### config.mk
export PLATFORM = sky130hd
export DESIGN_NAME = pe_relay_fifo3
export DESIGN_NICKNAME = d
export VERILOG_FILES = /design/src/rtl/pe_relay_fifo3.sv
export SDC_FILE = /design/constraint.sdc
export NUM_CORES = 2
export LEC_CHECK = 0
export ABC_CLOCK_PERIOD_IN_PS = 14150
export CAP_MARGIN = 10
export CORE_MARGIN = 2
export CORE_UTILIZATION = 50
export CTS_CLUSTER_DIAMETER = 60
export DETAILED_ROUTE_END_ITERATION = 16
export GPL_TIMING_DRIVEN = 0
export MAX_ROUTING_LAYER = met4
export PLACE_DENSITY = 0.82
export SKIP_LAST_GASP = 1
export SYNTH_ARGS = -nofsm -noshare
export SYNTH_HDL_FRONTEND = slang
export SYNTH_SLANG_ARGS = --single-unit
### constraint.sdc
create_clock -name clk -period 14.15 [get_ports clk]
set_clock_uncertainty 0.15 [all_clocks]
set_input_delay 2.83 -clock clk [delete_from_list [all_inputs] [get_ports clk]]
set_output_delay 2.83 -clock clk [all_outputs]
set_load 0.005 [all_outputs]
### src/rtl/pe_relay_fifo3.sv
// Idle PE tile that relays east/north/south traffic through three independent
// valid/ready FIFOs, so an unused grid slot can absorb back-pressure and bursts.

module pe_relay_chan #(
    parameter int WIDTH    = 132,
    parameter int DEPTH    = 4,
    parameter int CNT_BITS = $clog2(DEPTH) + 1
) (
    input  logic                clk,
    input  logic                reset,
    input  logic                i_run,
    input  logic [WIDTH-1:0]    i_data,
    input  logic                i_valid,
    output logic                o_ready,
    output logic [WIDTH-1:0]    o_data,
    output logic                o_valid,
    input  logic                i_ready,
    output logic [CNT_BITS-1:0] o_count
);

    localparam int PTR_BITS = $clog2(DEPTH);
    localparam logic [CNT_BITS-1:0] FULL_CNT = CNT_BITS'(DEPTH);
    localparam logic [CNT_BITS-1:0] ZERO_CNT = {CNT_BITS{1'b0}};
    localparam logic [CNT_BITS-1:0] ONE_CNT  = CNT_BITS'(1);
    localparam logic [PTR_BITS-1:0] ONE_PTR  = PTR_BITS'(1);

    logic [WIDTH-1:0]    r_mem [DEPTH];
    logic [PTR_BITS-1:0] r_wptr;
    logic [PTR_BITS-1:0] r_rptr;
    logic [CNT_BITS-1:0] r_count;
    logic [WIDTH-1:0]    r_last;

    logic                w_ready;
    logic                w_valid;
    logic                w_push;
    logic                w_pop;
    logic [WIDTH-1:0]    w_data;

    // Handshake qualifiers depend only on registered occupancy and the run enable.
    always_comb begin
        w_ready = i_run && (r_count != FULL_CNT);
        w_valid = i_run && (r_count != ZERO_CNT);
        w_push  = i_valid && w_ready;
        w_pop   = w_valid && i_ready;
    end

    // Storage array; left unreset since occupancy alone decides what is visible.
    always_ff @(posedge clk) begin
        if (w_push && !reset) begin
            r_mem[r_wptr] <= i_data;
        end
    end

    // Pointers, occupancy and the last-popped word; reset overrides any handshake.
    always_ff @(posedge clk) begin
        if (reset) begin
            r_wptr  <= {PTR_BITS{1'b0}};
            r_rptr  <= {PTR_BITS{1'b0}};
            r_count <= ZERO_CNT;
            r_last  <= {WIDTH{1'b0}};
        end else begin
            if (w_push) begin
                r_wptr <= r_wptr + ONE_PTR;
            end
            if (w_pop) begin
                r_rptr <= r_rptr + ONE_PTR;
                r_last <= r_mem[r_rptr];
            end
            case ({w_push, w_pop})
                2'b10:   r_count <= r_count + ONE_CNT;
                2'b01:   r_count <= r_count - ONE_CNT;
                default: r_count <= r_count;
            endcase
        end
    end

    // An empty FIFO keeps presenting the most recently popped word.
    always_comb begin
        if (r_count != ZERO_CNT) begin
            w_data = r_mem[r_rptr];
        end else begin
            w_data = r_last;
        end
    end

    // Output drive.
    always_comb begin
        o_ready = w_ready;
        o_valid = w_valid;
        o_data  = w_data;
        o_count = r_count;
    end

endmodule

module pe_relay_fifo3 #(
    parameter int EAST_WIDTH  = 132,
    parameter int NORTH_WIDTH = 164,
    parameter int SOUTH_WIDTH = 164,
    parameter int DEPTH       = 4,
    parameter int CNT_BITS    = $clog2(DEPTH) + 1
) (
    input  logic                   clk,
    input  logic                   reset,
    input  logic                   ap_start,

    input  logic [EAST_WIDTH-1:0]  in_from_east,
    input  logic                   in_east_valid,
    output logic                   in_east_ready,
    output logic [EAST_WIDTH-1:0]  out_to_east,
    output logic                   out_east_valid,
    input  logic                   out_east_ready,

    input  logic [NORTH_WIDTH-1:0] in_from_north,
    input  logic                   in_north_valid,
    output logic                   in_north_ready,
    output logic [NORTH_WIDTH-1:0] out_to_north,
    output logic                   out_north_valid,
    input  logic                   out_north_ready,

    input  logic [SOUTH_WIDTH-1:0] in_from_south,
    input  logic                   in_south_valid,
    output logic                   in_south_ready,
    output logic [SOUTH_WIDTH-1:0] out_to_south,
    output logic                   out_south_valid,
    input  logic                   out_south_ready,

    output logic [CNT_BITS-1:0]    east_count,
    output logic [CNT_BITS-1:0]    north_count,
    output logic [CNT_BITS-1:0]    south_count,
    output logic                   busy
);

    logic [CNT_BITS-1:0] w_east_count;
    logic [CNT_BITS-1:0] w_north_count;
    logic [CNT_BITS-1:0] w_south_count;

    pe_relay_chan #(
        .WIDTH    (EAST_WIDTH),
        .DEPTH    (DEPTH),
        .CNT_BITS (CNT_BITS)
    ) u_east (
        .clk     (clk),
        .reset   (reset),
        .i_run   (ap_start),
        .i_data  (in_from_east),
        .i_valid (in_east_valid),
        .o_ready (in_east_ready),
        .o_data  (out_to_east),
        .o_valid (out_east_valid),
        .i_ready (out_east_ready),
        .o_count (w_east_count)
    );

    pe_relay_chan #(
        .WIDTH    (NORTH_WIDTH),
        .DEPTH    (DEPTH),
        .CNT_BITS (CNT_BITS)
    ) u_north (
        .clk     (clk),
        .reset   (reset),
        .i_run   (ap_start),
        .i_data  (in_from_north),
        .i_valid (in_north_valid),
        .o_ready (in_north_ready),
        .o_data  (out_to_north),
        .o_valid (out_north_valid),
        .i_ready (out_north_ready),
        .o_count (w_north_count)
    );

    pe_relay_chan #(
        .WIDTH    (SOUTH_WIDTH),
        .DEPTH    (DEPTH),
        .CNT_BITS (CNT_BITS)
    ) u_south (
        .clk     (clk),
        .reset   (reset),
        .i_run   (ap_start),
        .i_data  (in_from_south),
        .i_valid (in_south_valid),
        .o_ready (in_south_ready),
        .o_data  (out_to_south),
        .o_valid (out_south_valid),
        .i_ready (out_south_ready),
        .o_count (w_south_count)
    );

    // Busy tracks stored data even while ap_start is low.
    always_comb begin
        east_count  = w_east_count;
        north_count = w_north_count;
        south_count = w_south_count;
        busy        = (w_east_count != {CNT_BITS{1'b0}}) ||
                      (w_north_count != {CNT_BITS{1'b0}}) ||
                      (w_south_count != {CNT_BITS{1'b0}});
    end

endmodule

==> run metrics <==
status=completed; Max Cap Viol=0; Fin Hold WS=0.321 ns; Final Setup Violations=0; post-CTS sizing=0; Synth Flop Type=edfxtp_1; net count after synthesis=4599; fin crit period=7.64 ns; CTS tree=done; Bufs on Longest Clock Path=3; root buffer cell=clkbuf_16; Seq cells post-synth=2327; Synth area leaders=edfxtp_1 (64%), mux4_2 (12%), dfxtp_1 (11%); DR vias/cell=5.88; area grow syn2layout=24.4%; largest net degree at the start of global routing=56; Vias=46500; R2R Path Start=u_east.o_count[0]; worst ir drop on vdd=0.000133 V; count of buffers from port buffering=942; Final nets=5804; postcts setup bufs=0; Mean Syn Cell Area=21.1 sq um; worst skew pair latency=0.88 ns; # DRC=0; Overflow after GRT=0; clock tree sinks=2327; CTS H-tree depth=4; crit path cell chain=buf_2 > clkbuf_1 > nor2b_1 > clkdlybuf4s50_1; Post-Route WL=221 mm; antenna-violating nets left=0; critical setup path kind=in -> out; Setup crit start=ap_start; Worst-Margin Slew=1.19 ns; number of library cell types mapped by synthesis=33; CP Capture Type=output port; post-synth top area share=0.636; # rows=152; number of global-route vias before repair=47600; Syn Inst Count=4112; most frequent cell after synthesis=edfxtp_1; DP Wirelength=147 mm; RSZ-0062 raised after global routing=no; top cell type by total area after synthesis=edfxtp_1; TritonRoute pass-1 iters=5; yosys warns=0; pins over their slew limit=0; # IOs=945; Crit-path slowest cell=clkdlybuf4s50_1; Crit Path Max Fanout=10; initial antenna violation count=79; cts hold-fix bufs=0; full die area=0.177 sq mm; Crit path largest cell delay=0.63 ns; total track usage=0.250; most instantiated cells after synthesis=edfxtp_1 (1840), dfxtp_1 (487), a22o_1 (460), mux2_2 (460), mux4_2 (460); DRT iter0 DRCs=4091; Hold WC Path Type=reg -> reg; DR WL/cell=27.9 um; Die Y=421 um; Worst Path Required=11.17 ns; CP Data Arrival Time=4.66 ns; Worst setup SP type=input port; Setup TNS Final=0 ns; number of synthesized flops with an enable pin=1840; CTS Buf Count=226; hold_sp=u_east.r_last[104]; die width=421 um; first-pass GRT wire length=314 mm; area of the mapped netlist=0.0868 sq mm; sequential-to-total area share from yosys stat=0.749; Async S/R FF share, synth=0; static leakage=35.9 nW; layout cells sized above 1=0.273; Cell Pwr Density=146 mW/mm^2; Tcrit/Tclk final=0.540; Fin. Hold Viols=0; final RePlAce weighted congestion=0.838; fmax=0.131 GHz; Starting Density=0.504; core area=0.172 sq mm; Worst-path clk slew=0.06 ns; relative slew slack=0.201
-- per-stage QoR --
| step | instances | util | setup WS, ns | cell area, sq um | power [mW] |
|---|---|---|---|---|---|
| 2_1_floorplan | 4112 | - | 6.21 | 86800 | 8.63 |
| 3_3_place_gp | 7364 | 0.576 | 2.36 | 99100 | 9.70 |
| 3_5_place_dp | 7399 | 0.582 | 6.37 | 100000 | 9.74 |
| 4_1_cts | 7831 | 0.627 | 6.38 | 108000 | 15.9 |
| 5_1_grt | 7909 | 0.628 | 6.41 | 108000 | 16.2 |
| 6_report | 7911 | 0.628 | 6.51 | 108000 | 15.8 |
-- worst paths after layout --
kind	endpoint	slack (ns)	cells after the start
max	out_north_valid	6.51	4
min	u_east.r_last[104]	0.32	1
max reg2reg	u_east.r_mem[1][90]	11.15	5
min reg2reg	u_east.r_last[104]	0.32	1
-- kinds of logic (layout without fill, tap and decap cells) --
group | Yosys count | after routing | synth area share
buffers and inverters | 275 | 1684 | 0.0154
XOR/XNOR | 9 | 9 | 0.000908
other | 0 | 80 | 0
AND/OR/NAND/NOR | 73 | 73 | 0.00480
flip-flops | 2327 | 2327 | 0.749
multiplexers | 920 | 920 | 0.179
AO/OA/AOI/OAI | 490 | 490 | 0.0484
adder cells (fa/ha/maj) | 18 | 18 | 0.00285
-- worst max-delay path: cells and delay by family --
family | cells | cell delay [ns]
buffers and inverters | 3 | 1.51
AND/OR/NAND/NOR | 1 | 0.28
-- metal layers --
layer	up-vias	global-route usage	part of all wire
met1	24200	0.284	0.35
met2	2074	0.403	0.50
met4	0	0.149	0.062
li1	19700	-	-
met5	-	-	0
met3	552	0.0633	0.080
-- power breakdown --
group          total [mW]  switching, mW  internal (mW)
combinational        2.04          0.941           1.10
sequential           7.57         0.0581           7.51
clock                6.15           2.61           3.54
total                15.8           3.61           12.2
-- flip-flops by register name, summed over array words and instances (netlist names), 132 cells and up, named ones only --
register and count:
u_east.r_last 132, u_north.r_last 164, u_east.r_mem 528, u_north.r_mem 656
u_south.r_last 164, u_south.r_mem 656
-- area by class of cell --
class | count | area, sq um
repair buffers | 977 | 10400
clock inverters | 124 | 1450
flip-flops and latches | 2327 | 65000
multi-input cells | 1510 | 20500
fillers | 11300 | 64100
well taps | 2310 | 2890
plain buffers | 260 | 1280
diodes | 80 | 200
clock buffers | 308 | 6290
inverters | 15 | 56.3
-- cell usage in the layout (no fill, tap or decap), drive strengths merged, types with 22 or more instances in the layout --
| cell type | synthesis | layout |
|---|---|---|
| buf | 180 | 215 |
| dfxtp | 487 | 487 |
| mux2 | 460 | 460 |
| bufinv | 0 | 22 |
| clkbuf | 80 | 388 |
| mux4 | 460 | 460 |
| diode | 0 | 80 |
| clkinv | 0 | 75 |
| inv | 15 | 30 |
| edfxtp | 1840 | 1840 |
| clkdlybuf4s50 | 0 | 942 |
| a22o | 460 | 460 |
No activity file was read; power rests on OpenSTA's default activity.
